[src/rtl/enc_pkg.sv]
// Shared constants and helpers for the request encoder family.
package enc_pkg;

    localparam int ENC_FIXED = 0;
    localparam int ENC_RR    = 1;
    localparam int ERR_CNT_W = 8;

    // Ceiling log2 for elaboration-time width calculation.
    function automatic int enc_clog2(input int n);
        int r;
        r = 0;
        for (int i = 0; i < 32; i++) begin
            if ((1 << r) < n) r = r + 1;
        end
        return r;
    endfunction

endpackage

[src/rtl/enc_onehot_rr_prio_pick.sv]
// Combinational priority picker: first set bit at or above start, wrapping at N.
module prio_pick
    import enc_pkg::*;
#(
    parameter int N = 8,
    parameter int W = 3
) (
    input  logic [N-1:0] req,
    input  logic [W-1:0] start,
    output logic [W-1:0] idx,
    output logic         none
);

    logic [2*N-1:0] dbl;
    logic           found;

    // Search the doubled vector inside the window [start, start+N) so the wrap is a plain upward scan.
    always_comb begin
        dbl   = {req, req};
        idx   = '0;
        none  = 1'b1;
        found = 1'b0;
        for (int i = 0; i < 2*N; i++) begin
            if (!found && dbl[i] && (i >= int'(start)) && (i < int'(start) + N)) begin
                found = 1'b1;
                none  = 1'b0;
                idx   = (i >= N) ? W'(i - N) : W'(i);
            end
        end
    end

endmodule

[src/rtl/enc_onehot_rr.sv]
// Registered N-to-log2(N) request encoder with handshake, fixed/round-robin
// priority, legality flags and a saturating multi-hot error counter.
module enc_onehot_rr
    import enc_pkg::*;
#(
    parameter int N  = 8,
    parameter int RR = ENC_FIXED,
    localparam int W = (enc_clog2(N) < 1) ? 1 : enc_clog2(N)
) (
    input  logic                 clk,
    input  logic                 rst_n,
    input  logic                 in_valid,
    output logic                 in_ready,
    input  logic [N-1:0]         in_req,
    output logic                 out_valid,
    input  logic                 out_ready,
    output logic [W-1:0]         out_idx,
    output logic                 out_none,
    output logic                 out_multi,
    output logic [ERR_CNT_W-1:0] err_cnt,
    input  logic                 err_clr
);

    logic [W-1:0] ptr;
    logic [W-1:0] start;
    logic [W-1:0] pick_idx;
    logic         pick_none;
    logic         multi;
    logic         accept;

    function automatic logic is_multi(input logic [N-1:0] v);
        int c;
        c = 0;
        for (int i = 0; i < N; i++) begin
            if (v[i]) c = c + 1;
        end
        return c > 1;
    endfunction

    function automatic logic [ERR_CNT_W-1:0] sat_inc(input logic [ERR_CNT_W-1:0] v);
        return (v == '1) ? v : v + 1'b1;
    endfunction

    assign in_ready = !out_valid || out_ready;
    assign accept   = in_valid && in_ready;
    assign start    = (RR == ENC_RR) ? ptr : '0;
    assign multi    = is_multi(in_req);

    prio_pick #(.N(N), .W(W)) u_pick (
        .req   (in_req),
        .start (start),
        .idx   (pick_idx),
        .none  (pick_none)
    );

    // Stage boundary: output register loads on accept, empties on drain.
    always_ff @(posedge clk or negedge rst_n) begin
        if (!rst_n) begin
            out_valid <= 1'b0;
            out_idx   <= '0;
            out_none  <= 1'b0;
            out_multi <= 1'b0;
        end else if (accept) begin
            out_valid <= 1'b1;
            out_idx   <= pick_none ? '0 : pick_idx;
            out_none  <= pick_none;
            out_multi <= multi;
        end else if (out_ready) begin
            out_valid <= 1'b0;
        end
    end

    // Round-robin pointer moves just past the winner of each nonzero accepted vector.
    always_ff @(posedge clk or negedge rst_n) begin
        if (!rst_n) begin
            ptr <= '0;
        end else if ((RR == ENC_RR) && accept && !pick_none) begin
            ptr <= (pick_idx == W'(N - 1)) ? '0 : pick_idx + W'(1);
        end
    end

    // Saturating multi-hot counter; clear wins over a coincident increment.
    always_ff @(posedge clk or negedge rst_n) begin
        if (!rst_n) begin
            err_cnt <= '0;
        end else if (err_clr) begin
            err_cnt <= '0;
        end else if (accept && multi) begin
            err_cnt <= sat_inc(err_cnt);
        end
    end

endmodule

[config.mk]
export PLATFORM = sky130hd
export DESIGN_NAME = enc_onehot_rr
export DESIGN_NICKNAME = d
export VERILOG_FILES = /design/src/rtl/enc_pkg.sv /design/src/rtl/enc_onehot_rr_prio_pick.sv /design/src/rtl/enc_onehot_rr.sv
export SDC_FILE = /design/constraint.sdc
export NUM_CORES = 1
export LEC_CHECK = 0
export CELL_PAD_IN_SITES_DETAIL_PLACEMENT = 0
export CELL_PAD_IN_SITES_GLOBAL_PLACEMENT = 2
export CORE_MARGIN = 1.5
export CORE_UTILIZATION = 29
export DETAILED_ROUTE_END_ITERATION = 16
export GPL_ROUTABILITY_DRIVEN = 0
export HOLD_SLACK_MARGIN = 0.02
export PLACE_DENSITY = 0.86
export SLEW_MARGIN = 30
export SYNTH_ARGS = -nofsm -noshare
export SYNTH_HDL_FRONTEND = slang
export SYNTH_SLANG_ARGS = --single-unit
[constraint.sdc]
create_clock -name clk -period 1.9 [get_ports clk]
set_clock_uncertainty 0.1 [all_clocks]
set_input_delay 0.475 -clock clk [delete_from_list [all_inputs] [get_ports clk]]
set_output_delay 0.475 -clock clk [all_outputs]
set_load 0.02 [all_outputs]
==> results.ini <==
[setup_path]
cp-start-kind=primary input
crit_chain=buf_12, inv_8, ha_4, mux2_4, mux2i_4, a31oi_4, ha_4, nand2b_4, o31a_1, nand2_2, inv_2, ha_4, a21oi_2, o21ai_2, ha_4, mux2_4, ha_4, inv_2, a41oi_2, o31ai_4, a21oi_4, nand4_1, mux2_4
slowest_stage=mux2_4
end_kind=flop
cp_slowest_stage_delay_ns=0.31
crit_fanout=4
crit_required_ns=1.93
path_common_cell=ha_4
arrival_ns=4.18
path_class=in2reg

[sta]
tightest_slew_ns=0.347
period_needed_ns=4.15
fin_ws_ns=-2.25
finalHoldViolations=0
max_freq_mhz=241
setup_violations=9
fin_crit_sh=2.18
slew_headroom=0.769
fin_hold_ws_ns=0.378
drv_slew=0
rsz0062_at_grt=true

[clock_network]
root_buffer=clkbuf_8
cts_made_buffers=3
cts_max_level=1
hold_buffers=0
cts_tree=built
clk_pin_slew_ns=0.05
insertion_delay_ns=0.24
cts_sinks=14
clock_path_buffers=2

[finish]
drive_gt1_frac=0.450
final_util=0.512
nNetsFinal=283
nFillCells=468
postLayoutCellArea_um2=2650
area_growth_pct=68.5
multi_input_area_um2=1360
seq_area_um2=350
layout_common_cells=60 x buf_4, 17 x clkdlybuf4s50_1, 14 x dfrtp_1
final_common_cell=buf_4
diodes=0

[pwr]
powerDensity_nw_per_um2=679
leakagePower_nw=1.20
ir_drop_v=0.000360
fin_total_pwr_mw=1.80

[status]
violations=negative setup slack
status=finished with violations

[detailed_routing]
drc_errors=0
vias=1557
wire_per_inst_um=13.0
via_per_inst=4.75
first_iter_violations=31
drt_first_pass_iters=5
routed_wirelength_mm=4.26
postRouteAntennaNets=0

[yosys]
syn_nets=197
avgSynthCellArea_um2=9.03
yosysSeqAreaShare=0.223
synth-seq-cells=14
synthFlopType=dfrtp_1
synth_edf_count=0
async_flop_share=1.00
synthDistinctLibCells=60
syn_inst=174
yosysWarnings=0
synth_area_um2=1570

[placement]
dp_hpwl_mm=3.48
pre_cts_slack_ns=-3.06
portBuffers=27
placed_area_um2=2440

[die]
core_um2=5170
die_x_um=76.6
io_pins=28
die_h_um=76.6
die_area_um2=5870
rows=26
start_util=0.304

[worst_hold_path]
worstHoldPathType=reg2reg

[grt]
antenna_found_initial=0
grt_use_total=0.160
overflow=0
grt_pass1_vias=1712
grt_pass1_wl_mm=7.78
grt_max_degree=15

[job]
cap_viol_max_count=0

[final cells by class]
class,instances,area share
clock buffer,3,0.0156
inverter,7,0.0175
multi-input combinational,145,0.515
sequential,14,0.132
tap,70,0.0331
timing repair buffer,89,0.286
[per-stage QoR]
stage / TNS [ns] / instances
global placement: -27.11 / 319
detailed placement: -28.00 / 319
floorplan: -19.39 / 174
finish: -19.55 / 328
global route: -21.10 / 328
CTS: -20.81 / 328
[per-layer routing]
layer	track usage	routed length, um	part of all wire
met5	0	0	0
met1	0.206	2030	0.48
met2	0.284	2110	0.49
met3	0.0204	72	0.017
met4	0.0389	46	0.011
[path summary, 6_finish.rpt]
check / start / end / slack, ns / cells past startpoint
worst max register to register: out_valid$_DFFE_PN0P_ / err_cnt[5]$_DFFE_PN0P_ / 0.01 / 7
worst min-delay path: out_multi$_DFFE_PN0P_ / out_multi$_DFFE_PN0P_ / 0.38 / 1
worst min register to register: out_multi$_DFFE_PN0P_ / out_multi$_DFFE_PN0P_ / 0.38 / 1
max in group asynchronous: rst_n / err_cnt[7]$_DFFE_PN0P_ / 1.09 / 2
min in group asynchronous: rst_n / err_cnt[5]$_DFFE_PN0P_ / 0.45 / 2
worst max-delay path: in_req[0] / err_cnt[5]$_DFFE_PN0P_ / -2.25 / 23
[registers in the layout (all words and copies together), names as in the netlist]
register,cells
out_multi,1
err_cnt,8
out_idx,3
out_none,1
out_valid,1
[what timing repair did]
action                                  4_1_cts  5_1_grt
endpoints found under the setup margin       14       13
resized for setup                            30       18
pin swaps                                    18       12
hold endpoints to repair                      0        0
setup buffers                                 6        1
[cells in the mapped netlist, drive strengths merged, types with 4 or more instances]
cell type | count | area share
nand2b | 8 | 0.032
buf | 5 | 0.017
dfrtp | 14 | 0.22
xnor2 | 10 | 0.061
nor2 | 16 | 0.038
inv | 7 | 0.017
mux2 | 4 | 0.029
and3 | 5 | 0.023
nand2 | 14 | 0.033
ha | 10 | 0.080
nand4 | 4 | 0.016
o21ai | 5 | 0.016
nand3 | 8 | 0.032
a21oi | 9 | 0.038
[power by group]
group | switching [mW] | total, mW | internal, mW
clock | 0.0913 | 0.231 | 0.140
combinational | 0.557 | 1.22 | 0.662
sequential | 0.0177 | 0.349 | 0.331
total | 0.666 | 1.80 | 1.13
[worst max-delay path, delay by kind of cell]
family,cells,cell delay [ns]
adder cells (fa/ha/maj),5,1.09
AO/OA/AOI/OAI,7,0.97
buffers and inverters,4,0.21
multiplexers,4,1.06
AND/OR/NAND/NOR,3,0.35
[kinds of logic (layout without fill, tap and decap cells)]
kind of cell,count (synthesis),in the layout,share of synthesized area
and+or+nand+nor,77,77,0.299
DFF,14,14,0.223
xor gates and xnor gates,14,14,0.112
muxes,7,7,0.0557
AOI/OAI and AO/OA,36,36,0.183
buffers and inverters,15,99,0.0406
adders and majority gates,11,11,0.0860
(Power assumes the default switching activity.)
